<file path="src/rtl/pipe_addsub.sv">
// pipe_addsub: pipelined add/subtract, one SEG-bit slice per stage, valid/ready flow control
module pipe_addsub #(
  parameter int WIDTH = 16,
  parameter int SEG = 4
) (
  input  logic             clk,
  input  logic             rst_n,
  input  logic             in_valid,
  output logic             in_ready,
  input  logic [WIDTH-1:0] a,
  input  logic [WIDTH-1:0] b,
  input  logic             cin,
  input  logic             sub,
  output logic             out_valid,
  input  logic             out_ready,
  output logic [WIDTH-1:0] sum,
  output logic             cout,
  output logic             ovf
);
  localparam int STAGES = WIDTH / SEG;
  logic adv;
  if (WIDTH < 1 || WIDTH % SEG != 0) begin : g_bad
    $error("pipe_addsub: WIDTH must be a positive multiple of SEG");
  end
  assign adv = !out_valid || out_ready;
  assign in_ready = adv;
  for (genvar k = 0; k < STAGES; k++) begin : g_st
    localparam int LO = k * SEG;
    localparam int HI = LO + SEG;
    logic [WIDTH-1:LO] ai, bi;
    logic [HI-1:0] sn, sr;
    logic [SEG:0] t;
    logic ci, vi, cr, vr;
    if (k == 0) begin : g_in
      assign ai = a;
      assign bi = sub ? ~b : b;
      assign ci = sub ? ~cin : cin;
      assign vi = in_valid;
      assign sn = t[SEG-1:0];
    end else begin : g_mid
      assign ai = g_st[k-1].g_op.ar;
      assign bi = g_st[k-1].g_op.br;
      assign ci = g_st[k-1].cr;
      assign vi = g_st[k-1].vr;
      assign sn = {t[SEG-1:0], g_st[k-1].sr};
    end
    assign t = {1'b0, ai[HI-1:LO]} + {1'b0, bi[HI-1:LO]} + {{SEG{1'b0}}, ci};
    // slice result, carry and valid advance together; everything holds on stall
    always_ff @(posedge clk or negedge rst_n)
      if (!rst_n) begin
        sr <= '0;
        cr <= 1'b0;
        vr <= 1'b0;
      end else if (adv) begin
        sr <= sn;
        cr <= t[SEG];
        vr <= vi;
      end
    if (k < STAGES - 1) begin : g_op
      logic [WIDTH-1:HI] ar, br;
      // carry the not-yet-added operand slices (including both MSBs) to the next stage
      always_ff @(posedge clk or negedge rst_n)
        if (!rst_n) begin
          ar <= '0;
          br <= '0;
        end else if (adv) begin
          ar <= ai[WIDTH-1:HI];
          br <= bi[WIDTH-1:HI];
        end
    end else begin : g_ovf
      logic vo;
      // last slice holds the MSBs, so signed overflow is decided here
      always_ff @(posedge clk or negedge rst_n)
        if (!rst_n) vo <= 1'b0;
        else if (adv) vo <= (ai[WIDTH-1] == bi[WIDTH-1]) && (t[SEG-1] != ai[WIDTH-1]);
    end
  end
  assign sum = g_st[STAGES-1].sr;
  assign cout = g_st[STAGES-1].cr;
  assign out_valid = g_st[STAGES-1].vr;
  assign ovf = g_st[STAGES-1].g_ovf.vo;
endmodule

</file>
<file path="config.mk">
export PLATFORM = sky130hd
export DESIGN_NAME = pipe_addsub
export DESIGN_NICKNAME = d
export VERILOG_FILES = /design/src/rtl/pipe_addsub.sv
export SDC_FILE = /design/constraint.sdc
export NUM_CORES = 1
export LEC_CHECK = 0
export ABC_AREA = 1
export BUFFER_PORTS_ARGS = -buffer_cell sky130_fd_sc_hd__buf_4
export CAP_MARGIN = 10
export CORE_MARGIN = 2
export CORE_UTILIZATION = 30
export DETAILED_ROUTE_END_ITERATION = 10
export PLACE_DENSITY_LB_ADDON = 0.12
export SYNTH_ARGS = -nofsm -noshare
export SYNTH_HDL_FRONTEND = slang
export SYNTH_SLANG_ARGS = --single-unit
</file>
<file path="constraint.sdc">
create_clock -name clk -period 4.35 [get_ports clk]
set_clock_uncertainty 0.15 [all_clocks]
set_input_delay 0.87 -clock clk [delete_from_list [all_inputs] [get_ports clk]]
set_output_delay 0.87 -clock clk [all_outputs]
set_load 0.005 [all_outputs]
</file>
* Yosys cells after proc, flatten, opt, wreduce, memory -nomap -nowiden
Cells that the tools add are included.
** Storage, ports and cells
- Flip-flop bits (word level) :: 97
- Input bits :: 38
- Output and inout bits :: 20
- Word-level logic and storage cells :: 36
** Operators by class
- Bitwise gates (word level) :: 2
- Reduce and logical (&&, ||, !) cells :: 3
- Add/sub/neg operators :: 8
- Eq/ne operators :: 2
- Muxes and demuxes :: 2
** Operators by type and width (count)
- $add A4 B4 Y5 :: 4
- $add A5 B1 Y5 :: 4
- $mux W16 :: 1
- $not A16 Y16 :: 1
- $eq A1 B1 Y1 :: 1
- $logic_and A1 B1 Y1 :: 1
- $logic_not A1 Y1 :: 1
- $logic_or A1 B1 Y1 :: 1
- $mux W1 :: 1
- $ne A1 B1 Y1 :: 1
- $not A1 Y1 :: 1

* Longest topological paths before layout
- Word-level depth :: 4
- Depth in mapped cells :: 9
- Mapped depth without buffers :: 8

* Worst setup path after synthesis
No wires, ideal clock.
- Kind :: input to register
- Start :: input port sub
- End :: register g_st[0].cr
- Stages :: 9
- Required time :: 4074 ps
- Setup slack :: 1581 ps
- Buffers on the path :: 2
- Arrival time :: 2493 ps
- Setup time :: 126 ps
- Path through :: buf_4 > buf_4 > xor2_1 > fa_1 > fa_1 > nand2_1 > inv_1 > o21ai_0 > a21oi_1
** On the way
- Cells in the longest elaborated chain, start to end :: 3
- Elaborated cells between the ends (all ways) :: 4
- Those cells by class :: 2 x add/sub; 2 x mux
** Ends and longest elaborated chain
- start, declared :: line 13 : input logic sub,
- $mux W16 :: line 36 : assign bi = sub ? ~b : b;
- $add A4 B4 Y5 :: line 47 : assign t = {1'b0, ai[HI-1:LO]} + {1'b0, bi[HI-1:LO]} + {{SEG{1'b0}}, ci};
- $add A5 B1 Y5 * :: line 47
- end signal, assigned :: line 56 : cr <= t[SEG];
- end, declared :: line 33 : logic ci, vi, cr, vr;
Every way passes the cells marked *; elsewhere a longest branch is shown, timed or not.
A chain may end at the register's enable or synchronous reset.

* Worst setup path in the final report
- Start :: input port out_ready
- End :: output port in_ready
** On the way
- Cells in the longest elaborated chain, start to end :: 1
** Ends and longest elaborated chain
- start, declared :: line 15 : input logic out_ready,
- $logic_or A1 B1 Y1 :: line 25 : assign adv = !out_valid || out_ready;
- end, declared :: line 9 : output logic in_ready,
Every way passes these cells.

==> results.ini <==
[outcome]
status=finished, final reports clean

[finish]
area_delta_synth_final_pct=20.22
final_cell_mix=nand2_1 (209), dfrtp_1 (97), buf_4 (60), o21ai_0 (40), inv_1 (28)
final_core_util_pct=37.10
final_cells=711
drive_gt1_share_pct=14.31
diodes=0
layout_commonest_cell=nand2_1
num-nets-final=586

[clocking]
cts_tree=yes
cts_root_buf=clkbuf_16
hold_buffers=0
clk_latency_ns=0.34
cts_buffers=9
htree_levels=3
cts_resized=0
clk_pin_slew_ns=0.06
cts_setup_buffers=0
clock_sinks=97
max-clock-path-buffers=2

[place]
port-buffer-count=57
dp.cells=697
dp_slack_ns=1.443
dp_hpwl_um=5380
place.gp.congestion=0.7128

[global_route]
grt_max_degree=86
overflow=0
grt_pass1_vias=3095
grt_use_total_pct=12.58
antenna_found_initial=0
grt_pass1_wl_um=15070

[power]
p_leak_nw=2.647
p_sw_mw=1.215
power_density_mw_per_mm2=676.1
p_clk_share_pct=22.7
ir_drop_uv=197.5
seqPwrFrac_pct=43.8
swShare_pct=34.75
p_int_mw=2.281
power_frac_comb_pct=33.6

[timing]
finalCriticalPeriod_ns=2.838
slew_violations=0
finalHoldViolCount=0
fin_ws_ns=1.512
relSlewSlack_pct=27.19
whs_ns=0.3000
fin_crit_sh_pct=65.25
fmax_mhz=352.3
fin_setup_tns_ns=0
worstMarginPinSlew_ns=1.092
rsz0062_at_grt=false
setup_violations=0

[route]
viasPerCell=4.246
drtPass1Iterations=4
vias=3019
drtIter0Drc=208
drtAntennaViolNets=0
drcViolationCount=0
wl_per_cell_um=11.92
wl_um=8473

[floorplan]
die_y_um=123.7
coreArea_mm2=0.01393
num_rows=43
die_w_um=123.7
dieArea_mm2=0.01531
io_pins=58
start_util_pct=30.86

[synth]
yosys_warnings=0
synth-seq-cells=97
syn_area_per_cell_um2=8.978
synthesis.area_mm2=0.004300
syn_inst=479
ys_types=19
synth_fp_nets=537
synth-seq-area-share_pct=56.44

[setup_path]
critPathKind=in -> out
endpoint_kind=primary output
critPathRequiredTime_ns=3.33
worstPathMaxFanout=34
worstSetupStartpointType=primary input
critical_path_arrival_ns=1.82

[job]
drv_cap=0

[worst_hold_path]
hold_class=reg -> reg

power by group through the flow:
stage                     clock, mW  combinational, mW  sequential [mW]
after CTS                     0.820               1.21             1.54
final                         0.793               1.17             1.53
after floorplan                   0              0.825             1.50
after global placement            0               1.17             1.55
after global routing          0.853               1.42             1.60
after detailed placement          0               1.20             1.55
synth_stat cells (all sizes together):
cell / n / area share [%]
inv: 29 / 2.5
o22ai: 1 / 0.15
nor2: 17 / 1.7
clkbuf: 11 / 0.96
dfrtp: 97 / 56
nand3: 16 / 1.9
nand2: 209 / 18
buf: 11 / 1.4
or2: 1 / 0.15
xnor2: 12 / 2.4
fa: 8 / 3.7
o21ai: 40 / 4.7
a21oi: 8 / 0.93
xor2: 5 / 1.0
ha: 12 / 3.5
o31ai: 2 / 0.35
registers in the layout, summed over array words and instances (netlist names):
name / count
out_valid: 1
ovf: 1
g_st.sr: 24
g_st.vr: 3
cout: 1
sum: 16
g_st.cr: 3
g_st.g_op.br: 24
g_st.g_op.ar: 24
cell type report:
class,count,area [µm²]
Fill cell,1441,8765
Sequential cell,97,2427
Multi-Input combinational cell,331,1663
Timing Repair Buffer,60,450.4
Clock buffer,12,256.5
Tap cell,180,225.2
Inverter,29,108.9
Clock inverter,2,38.79
per-stage QoR:
| stage | area [µm²] | total power, mW |
|---|---|---|
| finish | 5170 | 3.495 |
| global route | 5170 | 3.865 |
| CTS | 5170 | 3.564 |
| detailed placement | 4875 | 2.751 |
| global placement | 4875 | 2.719 |
| floorplan | 4300 | 2.324 |
final timing paths:
| kind | startpoint | to | slack [ns] | cells after the start |
|---|---|---|---|---|
| worst min register to register | g_st[2].vr | out_valid | 0.30 | 2 |
| worst max register to register | out_valid | sum[15] | 2.02 | 7 |
| worst max-delay path | out_ready | in_ready | 1.51 | 4 |
| min in group asynchronous | rst_n | g_st[0].cr | 0.57 | 1 |
| worst min-delay path | g_st[2].vr | out_valid | 0.30 | 2 |
| max in group asynchronous | rst_n | sum[12] | 2.64 | 2 |
worst max-delay path, stage by stage:
cell	delay, ns
buf_4	0.12
nor2_4	0.57
inv_2	0.09
buf_4	0.16
per-layer routing:
metal | share of wire [%] | vias to the layer above | wire length [µm] | track usage, %
met3 | 3.4 | 11 | 289 | 1.923
met4 | 2.1 | 0 | 176 | 6.179
met5 | 0 | - | 0 | 0
met1 | 53 | 1384 | 4479 | 18.57
li1 | - | 1580 | - | -
met2 | 42 | 44 | 3528 | 17.93
kinds of logic after synthesis:
family | after synthesis | synth area share (%)
AND/OR/NAND/NOR | 243 | 21.91
flip-flops | 97 | 56.44
XOR/XNOR | 17 | 3.462
AO/OA/AOI/OAI | 51 | 6.081
adder cells (fa/ha/maj) | 20 | 7.215
buffers and inverters | 51 | 4.888
Note: power is estimated with default switching activity, not from simulation.
